### config.mk
export PLATFORM = sky130hd
export DESIGN_NAME = mc_ctrl_fsm
export DESIGN_NICKNAME = d
export VERILOG_FILES = /design/src/rtl/mc_ctrl_fsm.sv
export SDC_FILE = /design/constraint.sdc
export NUM_CORES = 1
export LEC_CHECK = 0
export BUFFER_PORTS_ARGS = -buffer_cell sky130_fd_sc_hd__buf_2
export CORE_ASPECT_RATIO = 1.25
export CORE_MARGIN = 1
export CORE_UTILIZATION = 40
export DETAILED_ROUTE_END_ITERATION = 10
export PLACE_DENSITY = 0.75
export SKIP_LAST_GASP = 1
export SLEW_MARGIN = 10
export SYNTH_ARGS = -nofsm -noshare
export SYNTH_HDL_FRONTEND = slang
export SYNTH_SLANG_ARGS = --single-unit
### constraint.sdc
create_clock -name clk -period 1.6 [get_ports clk]
set_input_delay 0.08 -clock clk [delete_from_list [all_inputs] [get_ports clk]]
set_output_delay 0.08 -clock clk [all_outputs]
set_load 0.03 [all_outputs]
### src/rtl/mc_ctrl_fsm.sv
// Multicycle main controller for the MIPS-subset CPU: sequences fetch, decode,
// execute, memory and writeback over a shared ALU and one unified memory port.
module mc_ctrl_fsm #(
    parameter logic [5:0] OP_RTYPE = 6'h00,
    parameter logic [5:0] OP_LW    = 6'h23,
    parameter logic [5:0] OP_SW    = 6'h2b,
    parameter logic [5:0] OP_BEQ   = 6'h04,
    parameter logic [5:0] OP_J     = 6'h02
) (
    input  logic       clk,
    input  logic       rst_n,
    input  logic [5:0] opcode,
    input  logic       mem_ready,
    input  logic       zero,
    output logic       mem_req,
    output logic       mem_we,
    output logic       IorD,
    output logic       IRWrite,
    output logic       PCWrite,
    output logic       PCWriteCond,
    output logic [1:0] PCSource,
    output logic       ALUSrcA,
    output logic [1:0] ALUSrcB,
    output logic [1:0] ALUOp,
    output logic       RegDst,
    output logic       MemtoReg,
    output logic       RegWrite,
    output logic       instr_done,
    output logic       illegal_op,
    output logic [3:0] state
);

    typedef enum logic [3:0] {
        S_IF    = 4'd0,
        S_ID    = 4'd1,
        S_MADDR = 4'd2,
        S_MRD   = 4'd3,
        S_MWB   = 4'd4,
        S_MWR   = 4'd5,
        S_REX   = 4'd6,
        S_RWB   = 4'd7,
        S_BR    = 4'd8,
        S_JMP   = 4'd9,
        S_TRAP  = 4'd15
    } state_t;

    typedef struct packed {
        logic       mem_req;
        logic       mem_we;
        logic       iord;
        logic       ir_write;
        logic       pc_write;
        logic       pc_write_cond;
        logic [1:0] pc_source;
        logic       alu_src_a;
        logic [1:0] alu_src_b;
        logic [1:0] alu_op;
        logic       reg_dst;
        logic       mem_to_reg;
        logic       reg_write;
        logic       instr_done;
    } ctrl_t;

    state_t     state_q, state_d;
    logic [5:0] op_q, op_d;
    logic       illegal_q, illegal_d;
    ctrl_t      ctrl;

    // The branch decision is made in the datapath; the flag only documents the interface.
    logic unused_zero;
    assign unused_zero = zero;

    always_ff @(posedge clk) begin
        if (!rst_n) begin
            state_q   <= S_IF;
            op_q      <= '0;
            illegal_q <= 1'b0;
        end else begin
            state_q   <= state_d;
            op_q      <= op_d;
            illegal_q <= illegal_d;
        end
    end

    always_comb begin
        // NOTE: every comb output gets a default first so no path can infer a latch.
        state_d   = state_q;
        op_d      = op_q;
        illegal_d = illegal_q;
        ctrl      = '0;
        case (state_q)
            S_IF: begin
                ctrl.mem_req   = 1'b1;
                ctrl.alu_src_b = 2'b01;
                ctrl.ir_write  = mem_ready;
                ctrl.pc_write  = mem_ready;
                if (mem_ready) state_d = S_ID;
            end
            S_ID: begin
                ctrl.alu_src_b = 2'b11;
                op_d           = opcode;
                if (opcode == OP_LW || opcode == OP_SW) state_d = S_MADDR;
                else if (opcode == OP_RTYPE)            state_d = S_REX;
                else if (opcode == OP_BEQ)              state_d = S_BR;
                else if (opcode == OP_J)                state_d = S_JMP;
                else begin
                    state_d   = S_TRAP;
                    illegal_d = 1'b1;
                end
            end
            S_MADDR: begin
                ctrl.alu_src_a = 1'b1;
                ctrl.alu_src_b = 2'b10;
                state_d        = (op_q == OP_LW) ? S_MRD : S_MWR;
            end
            S_MRD: begin
                ctrl.mem_req = 1'b1;
                ctrl.iord    = 1'b1;
                if (mem_ready) state_d = S_MWB;
            end
            S_MWB: begin
                ctrl.reg_write  = 1'b1;
                ctrl.mem_to_reg = 1'b1;
                ctrl.instr_done = 1'b1;
                state_d         = S_IF;
            end
            S_MWR: begin
                ctrl.mem_req    = 1'b1;
                ctrl.mem_we     = 1'b1;
                ctrl.iord       = 1'b1;
                ctrl.instr_done = mem_ready;
                if (mem_ready) state_d = S_IF;
            end
            S_REX: begin
                ctrl.alu_src_a = 1'b1;
                ctrl.alu_op    = 2'b10;
                state_d        = S_RWB;
            end
            S_RWB: begin
                ctrl.reg_write  = 1'b1;
                ctrl.reg_dst    = 1'b1;
                ctrl.instr_done = 1'b1;
                state_d         = S_IF;
            end
            S_BR: begin
                ctrl.alu_src_a     = 1'b1;
                ctrl.alu_op        = 2'b01;
                ctrl.pc_write_cond = 1'b1;
                ctrl.pc_source     = 2'b01;
                ctrl.instr_done    = 1'b1;
                state_d            = S_IF;
            end
            S_JMP: begin
                ctrl.pc_write   = 1'b1;
                ctrl.pc_source  = 2'b10;
                ctrl.instr_done = 1'b1;
                state_d         = S_IF;
            end
            S_TRAP:  state_d = S_TRAP;
            default: state_d = S_IF;
        endcase
    end

    // While reset is asserted nothing leaves the block, even mid-instruction.
    assign mem_req     = rst_n & ctrl.mem_req;
    assign mem_we      = rst_n & ctrl.mem_we;
    assign IorD        = rst_n & ctrl.iord;
    assign IRWrite     = rst_n & ctrl.ir_write;
    assign PCWrite     = rst_n & ctrl.pc_write;
    assign PCWriteCond = rst_n & ctrl.pc_write_cond;
    assign PCSource    = rst_n ? ctrl.pc_source : 2'b00;
    assign ALUSrcA     = rst_n & ctrl.alu_src_a;
    assign ALUSrcB     = rst_n ? ctrl.alu_src_b : 2'b00;
    assign ALUOp       = rst_n ? ctrl.alu_op : 2'b00;
    assign RegDst      = rst_n & ctrl.reg_dst;
    assign MemtoReg    = rst_n & ctrl.mem_to_reg;
    assign RegWrite    = rst_n & ctrl.reg_write;
    assign instr_done  = rst_n & ctrl.instr_done;
    assign illegal_op  = rst_n & illegal_q;
    assign state       = rst_n ? state_q : 4'd0;

endmodule

==> results.cfg, run 1 <==
[worst_setup_path]
r2r_end = state_q[0]$_SDFFE_PN0P_
slowest_stage = dfxtp_1
crit_path_cell_trace = buf_12 > xnor2_1 > a2111oi_2 > buf_4
crit_path_end_kind = output pin
start_kind = flop
worstPathMaxFanout = 21
max_stage_delay_ps = 380
crit_type = reg -> out
cp.required_ps = 1520
arrival_ps = 1500
worst-path-buf-inv = 2
r2r_slack_ps = 100
timing.rr.start = state_q[1]$_SDFFE_PN0P_
cpLargestDelayFamily = buffers and inverters
r2r_cells = 4

[power]
power_density_nw_per_um2 = 1260
p_leak_uw = 0.000516
vdd_drop_max_mv = 0.728

[layout]
final_util_pct = 59.5
nets = 165
antenna_cells = 0
syn_to_final_growth_pct = 33.8
layout-drive-gt1-share_pct = 37.7

[route]
routed_via_density = 5.48
drtIter0Drc = 24
final_antenna_net_count = 0
post_drt_wl_per_cell_um = 12.3
drc = 0
routed_wl_um = 2260
vias = 1009
firstDrtPassIters = 4

[floorplan]
initial_utilization_pct = 44.4
fp.dieH_um = 55.4
dieArea_um2 = 2470
coreArea_um2 = 2050
io_pins = 32
num_rows = 18
die_w_um = 44.7

[logic_synthesis]
synthFlopType = dfxtp_1
synth.most_common_cell = nand2_1
synthTopCellsByArea = dfxtp_1 24%, nand2_1 7.4%, a21boi_1 4.9%, and2_1 4.1%, a21oi_1 3.8%
synth_area_um2 = 911
syn_avg_cell_area_um2 = 7.12
seq_area_frac_synth_pct = 24.2
synth.top_cells.by_count = 18 x nand2_1, 11 x dfxtp_1, 9 x clkbuf_1, 8 x nor2_1, 7 x a21oi_1
syn_inst = 128
yosysTopAreaCell = dfxtp_1
syn-num-nets = 138
yosys_warnings = 0
synth_top_cell_area_share_pct = 24.2
synth_edf_count = 0
ys_ff_latch = 11
ys_types = 46
ys_async_sr_fraction_pct = 0

[hold_path]
min-delay-start = opcode[3]
hold_end = op_q[3]$_SDFFE_PN0P_
hold_depth = 3
min_path_type = in -> reg

[place]
portBuffers = 30
gp_congestion = 0.927
pre_cts_ws_ps = 92.0
hpwl_um = 1610

[timing]
hold_viol = 0
setup_viol = 0
fmax_ghz = 0.632
fin_crit_sh_pct = 99.0
drv_slew = 0
slew_headroom_pct = 75.9
grt_setup_unrepaired = yes
worstMarginPinSlew_ps = 356
final.min_clock_period_ps = 1580
fin_ws_ps = 16.5
clock_skew_ps = 1.88

[status]
status = finished, final reports clean

[global_routing]
grt_first_pass_wirelength_um = 3830
grt_pass1_vias = 887
grt_max_degree = 25
grt_overflow = 0
grt_antenna_before_repair = 0
grtUsageTotal_pct = 19.9

[cts]
cts_setup_buffers = 0
cts.sink_count = 11
numCtsBuffers = 3
cts-root-buf = clkbuf_4
cts_tree = built
clock_latency_ps = 270
cts_max_level = 1
clockBufferDepth = 2
cts.clk_slew.worst_paths_ps = 70

[run]
drv_cap = 0
## layout make-up
type	instances	area, um^2
fill	190	831
multi-input combinational	100	676
timing repair buffer	36	244
sequential	11	224
tap	30	37.5
clock buffer	4	26.3
inverter	3	11.3
## metrics by stage
| step | std cells | total power (uW) | hold WS (ps) | TNS (ps) | instance area (um^2) |
|---|---|---|---|---|---|
| after floorplan | 128 | 1050 | 215 | -63.7 | 958 |
| after global placement | 179 | 1220 | 336 | 0 | 1110 |
| after detailed placement | 179 | 1240 | 344 | 0 | 1110 |
| after CTS | 184 | 1460 | 58.0 | -20.9 | 1160 |
| after global routing | 184 | 1660 | 64.1 | -120 | 1220 |
| final | 184 | 1540 | 49.5 | 0 | 1220 |
## worst max path at each step
stage / cells after the start / from / slack, ps / to
floorplan: 3 / state_q[1]$_SDFFE_PN0P_ / -40 / mem_req
global placement: 4 / state_q[1]$_SDFFE_PN0P_ / 110 / state_q[0]$_SDFFE_PN0P_
CTS: 5 / state_q[0]$_SDFFE_PN0P_ / -20 / PCWrite
global route: 4 / state_q[1]$_SDFFE_PN0P_ / -60 / mem_req
finish: 4 / state_q[1]$_SDFFE_PN0P_ / 20 / mem_req
detailed placement: 4 / state_q[1]$_SDFFE_PN0P_ / 90 / state_q[0]$_SDFFE_PN0P_
## worst register-to-register path, cell delays in order (launching register included)
cell and delay, ps:
dfxtp_1 340, or4b_4 580, a41oi_4 230, o21a_1 160
o211a_1 140
## layout by cell type (no fill, tap or decap), drive strengths merged, types with 5 or more instances in the layout
| master | Yosys | routed |
|---|---|---|
| nor2 | 8 | 8 |
| o21ai | 7 | 7 |
| and2 | 6 | 6 |
| nand2 | 18 | 18 |
| dfxtp | 11 | 11 |
| buf | 5 | 33 |
| a21oi | 7 | 7 |
| clkbuf | 9 | 7 |
| nand2b | 5 | 5 |
| a21boi | 7 | 7 |
## repair_timing
action | 4_1_cts | 5_1_grt
endpoints found under the setup margin | 5 | 7
cloned | 1 | 0
gates resized for setup | 6 | 17
hold buffers | 0 | 0
## registers in the layout, summed over array words and instances, names as in the netlist
signal,flops
illegal_q,1
state_q,4
op_q,6
## layer usage
layer | share of wire [%] | wire length [um] | track usage [%]
met1 | 46 | 1050 | 25.2
met2 | 47 | 1060 | 31.9
met3 | 3.9 | 89 | 1.96
met4 | 2.9 | 66 | 10.8
met5 | 0 | 0 | 0
## report_power, final
group | internal, uW | switching, uW
Combinational | 394 | 562
Sequential | 338 | 46.3
Clock | 96.7 | 100
Total | 828 | 708
## cell families after synthesis
family,count (synthesis),synth area share [%]
AND/OR/NAND/NOR,61,35.6
AO/OA/AOI/OAI,36,29.0
buffers and inverters,17,8.10
flip-flops,11,24.2
XOR/XNOR,2,1.92
multiplexers,1,1.24
(Power assumes the default switching activity.)
==> run 2: changes to the inputs <==
--- a/config.mk
+++ b/config.mk
@@ -6,7 +6,7 @@
 export NUM_CORES = 1
 export LEC_CHECK = 0
 export BUFFER_PORTS_ARGS = -buffer_cell sky130_fd_sc_hd__buf_2
-export CORE_ASPECT_RATIO = 1.25
+export CORE_ASPECT_RATIO = 0.8
 export CORE_MARGIN = 1
 export CORE_UTILIZATION = 40
 export DETAILED_ROUTE_END_ITERATION = 10
==> results.cfg, run 2 (same netlist as run 1, synthesis figures left out) <==
[global_routing]
grt_pass1_vias = 835
grtUsageTotal_pct = 20.3
grt_first_pass_wirelength_um = 3960
grt_max_degree = 25
grt_overflow = 0
grt_antenna_before_repair = 0

[timing]
setup_viol = 0
final.min_clock_period_ps = 1570
hold_viol = 0
drv_slew = 0
fin_crit_sh_pct = 98.0
fin_ws_ps = 32.2
slew_headroom_pct = 76.0
fin_tns_setup_ps = 0
fmax_ghz = 0.638
grt_setup_unrepaired = yes
worstMarginPinSlew_ps = 355
clock_skew_ps = 1.56

[cts]
cts.sink_count = 11
cts_max_level = 1
clock_latency_ps = 270
numCtsBuffers = 3
cts.clk_slew.worst_paths_ps = 70
cts_hold_buffers = 0
clockBufferDepth = 2
cts_setup_buffers = 0
cts_tree = built
cts-root-buf = clkbuf_4

[power]
power_frac_comb_pct = 62.7
power_density_nw_per_um2 = 1260
swShare_pct = 45.9
power.switching_uw = 712
p_leak_uw = 0.000538
p_int_uw = 841
pwr-share-seq_pct = 24.8
clkPwrFrac_pct = 12.5
vdd_drop_max_mv = 0.661

[layout]
regMostFlops = op_q
syn_to_final_growth_pct = 35.7
largest_register_ffs = 6
nets = 168
stdcell_count = 182
final_cell_mix = 29 x buf_2, 18 x nand2_1, 7 x dfxtp_1
antenna_cells = 0
mostFrequentLayoutCell = buf_2
reg.largest.list = op_q (6), state_q (4), illegal_q (1)
layout-drive-gt1-share_pct = 38.2

[route]
drtIter0Drc = 38
post_drt_wl_per_cell_um = 13.8
routed_wl_um = 2510
firstDrtPassIters = 4
final_antenna_net_count = 0
routed_via_density = 5.63
drc = 0
vias = 1024

[floorplan]
initial_utilization_pct = 42.2
dieArea_um2 = 2470
io_pins = 32
coreArea_um2 = 2160
fp.dieH_um = 44.7
num_rows = 15
die_w_um = 55.4

[worst_setup_path]
cpLargestDelayFamily = buffers and inverters
slowest_stage = a2111oi_2
crit_path_cell_trace = buf_8 > xnor2_2 > a2111oi_2 > buf_4
worst-path-buf-inv = 2
worstPathMaxFanout = 11
cp.required_ps = 1520
crit_type = reg -> out
crit_path_end_kind = output pin
arrival_ps = 1490
start_kind = flop
max_stage_delay_ps = 360

[place]
place_inst = 175
hpwl_um = 1660
pre_cts_ws_ps = 119
portBuffers = 30
gp_congestion = 0.749

[run]
drv_cap = 0

[hold_path]
min_path_type = in -> reg

[status]
status = finished, final reports clean
==> run 2: cell types whose count changed in the layout (fill, tap and decap cells not counted), moves of 2 or more <==
cell	before	now
nand2_2	2	0
nand2_1	16	18
buf_4	2	4
clkbuf_4	6	4
buf_12	3	1
buf_2	27	29
==> run 2: per-stage QoR <==
step	hold WS (ps)	total power (uW)	util, %	cell area, um^2
2_1_floorplan	215	1050	-	958
4_1_cts	63.7	1520	56.3	1210
6_report	69.9	1550	57.3	1240
5_1_grt	69.5	1660	57.3	1240
3_5_place_dp	357	1230	51.7	1110
3_3_place_gp	352	1220	51.7	1110
==> run 2: layout make-up <==
type	count	area [um^2]
fillers	196	922
multi-input cells	100	669
repair buffers	39	273
flip-flops and latches	11	225
well taps	25	31.3
clock buffers	4	26.3
inverters	3	11.3
==> run 2: power by group through the flow <==
stage                     Clock, uW  Combinational [uW]  Sequential, uW
final                           194                 973             385
after global placement            0                 847             370
after CTS                       203                 935             378
after global routing            215                1050             393
after detailed placement          0                 859             374
after floorplan                   0                 680             372
==> run 2: worst paths after layout <==
path                            from                 endpoint  slack [ps]  cells after the start
max          state_q[1]$_SDFFE_PN0P_                  mem_req          30                      4
min                        opcode[3]     op_q[3]$_SDFFE_PN0P_          70                      3
max reg2reg  state_q[1]$_SDFFE_PN0P_  state_q[0]$_SDFFE_PN0P_          70                      4
min reg2reg     op_q[2]$_SDFFE_PN0P_     op_q[2]$_SDFFE_PN0P_         470                      2
==> run 2: repair_timing <==
item,CTS,global route
pin swaps,0,2
gates cloned,3,0
endpoints found under the setup margin,4,5
gates resized for setup,10,8
==> run 2: metal layers <==
layer / global-route usage, % / vias up / wire, um
met5: 0 / - / 0
met4: 3.00 / 0 / 22
met3: 7.02 / 2 / 139
met2: 30.6 / 30 / 1200
met1: 28.6 / 480 / 1150
li1: - / 512 / -
==> run 2: tightest hold or removal path: cells and delay by family <==
family,cells,cell delay [ps]
AOI/OAI and AO/OA,1,50
and+or+nand+nor,1,60
buffers and inverters,1,100
==> run 3: changes to the inputs <==
--- a/config.mk
+++ b/config.mk
@@ -10,7 +10,7 @@
 export CORE_MARGIN = 1
 export CORE_UTILIZATION = 40
 export DETAILED_ROUTE_END_ITERATION = 10
-export PLACE_DENSITY = 0.75
+export PLACE_DENSITY_LB_ADDON = 0.12
 export SKIP_LAST_GASP = 1
 export SLEW_MARGIN = 10
 export SYNTH_ARGS = -nofsm -noshare
==> results.cfg, run 3 (same netlist as run 1, synthesis figures left out) <==
[floorplan]
fp.dieH_um = 44.7
coreArea_um2 = 2160
io_pins = 32
die_w_um = 55.4
initial_utilization_pct = 42.2
num_rows = 15
dieArea_um2 = 2470

[route]
routed_via_density = 5.59
wl_met2_um = 1200
wl_met1_um = 1220
firstDrtPassIters = 4
final_antenna_net_count = 0
routed_wl_um = 2610
post_drt_wl_per_cell_um = 14.2
drtIter0Drc = 34
maxUsedRoutingLayer = met4
dr_wl_met3_um = 189
vias = 1029
drc = 0

[cts]
clock_latency_ps = 270
cts_hold_buffers = 0
cts_tree = built
cts-root-buf = clkbuf_4
cts.clk_slew.worst_paths_ps = 70
cts.sink_count = 11
clockBufferDepth = 2
cts_max_level = 1
numCtsBuffers = 3

[place]
hpwl_um = 1680
gp_congestion = 0.786
portBuffers = 30

[worst_setup_path]
crit_type = reg -> out
cp.required_ps = 1520
max_stage_delay_ps = 400
worstPathMaxFanout = 11
slowest_stage = a2111oi_2
crit_path_end_kind = output pin
arrival_ps = 1540
worst-path-buf-inv = 2
r2r_end = state_q[2]$_SDFFE_PN0P_
cpLargestDelayFamily = compound AO/OA/AOI/OAI gates
timing.rr.start = state_q[1]$_SDFFE_PN0P_
start_kind = flop
r2r_slack_ps = 70
crit_path_cell_trace = buf_8 > xnor2_2 > a2111oi_2 > buf_4
r2r_cells = 5

[power]
vdd_drop_max_mv = 0.805
power_density_nw_per_um2 = 1250
p_leak_uw = 0.000554
power_uw = 1590

[layout]
multi_input_area_um2 = 672
mostFrequentLayoutCell = buf_2
reg.largest.list = op_q (6), state_q (4), illegal_q (1)
nets = 170
fill_cells = 206
layout-drive-gt1-share_pct = 39.0
regMostFlops = op_q
syn_to_final_growth_pct = 40.1
largest_register_ffs = 6
final_cell_mix = 28 x buf_2, 17 x nand2_1, 8 x dfxtp_1
antenna_cells = 0
regArea_um2 = 224

[timing]
drv_slew = 0
fmax_ghz = 0.616
grt_setup_unrepaired = yes
fin_ws_ps = -22.4
worstMarginPinSlew_ps = 397
slew_headroom_pct = 73.1
fin_crit_sh_pct = 101
final.min_clock_period_ps = 1620
clock_skew_ps = 2.93
setup_viol = 1
hold_viol = 0
fin_tns_setup_ps = -22.4

[global_routing]
grtUsageTotal_pct = 20.2
grt_pass1_vias = 835
grt_first_pass_wirelength_um = 3840
grt_overflow = 0
grt_max_degree = 25
grt_antenna_before_repair = 0

[hold_path]
min_path_type = in -> reg
min-delay-start = opcode[3]
hold_depth = 3
hold_end = op_q[3]$_SDFFE_PN0P_

[run]
drv_cap = 0

[status]
status = finished with violations
violations = negative setup slack
==> run 3: area by class of cell <==
cell class	instances	share of cell area (%)
Inverter	3	0.882
Multi-Input combinational cell	100	52.6
Timing Repair Buffer	41	24.4
Sequential cell	11	17.5
Clock buffer	4	2.06
Tap cell	25	2.45
==> run 3: worst max-delay path by stage <==
stage / slack (ps) / startpoint / depth (start not counted) / end
6_report: -20 / state_q[1]$_SDFFE_PN0P_ / 4 / mem_req
5_1_grt: -60 / state_q[1]$_SDFFE_PN0P_ / 4 / mem_req
4_1_cts: 2 / state_q[2]$_SDFFE_PN0P_ / 5 / RegWrite
3_5_place_dp: 110 / state_q[1]$_SDFFE_PN0P_ / 5 / state_q[2]$_SDFFE_PN0P_
3_3_place_gp: 120 / state_q[1]$_SDFFE_PN0P_ / 4 / state_q[0]$_SDFFE_PN0P_
2_1_floorplan: -40 / state_q[1]$_SDFFE_PN0P_ / 3 / mem_req
==> run 3: metal layers <==
layer  GRT usage, %  vias up
met5              0        -
met4           3.00        0
met3           7.02        2
met2           33.5       37
met1           26.1      470
li1               -      520
==> run 3: tightest hold or removal path: cells and delay by family <==
family / cells / cell delay [ps]
compound gates: 1 / 50
simple gates: 1 / 50
buf+inv: 1 / 110
==> run 3: per-stage QoR <==
step	area, um^2	hold slack [ps]	std cells	util (%)	setup WS, ps
final	1280	52.3	184	59.1	-22.4
after global routing	1280	50.3	184	59.1	-60.1
after CTS	1200	53.2	180	55.7	2.24
after detailed placement	1110	344	175	51.7	113
after global placement	1110	336	175	51.7	123
after floorplan	958	215	128	-	-43.9
==> run 3: repair_timing <==
item,in CTS,in global routing
pin swaps,0,1
endpoints found under the setup margin,5,6
resized for setup,9,10
gates cloned,1,2
setup buffers,0,2
==> run 3: where the power goes <==
part | switching, uW | internal (uW)
sequential | 48.3 | 338
clock | 100 | 96.6
combinational | 577 | 433
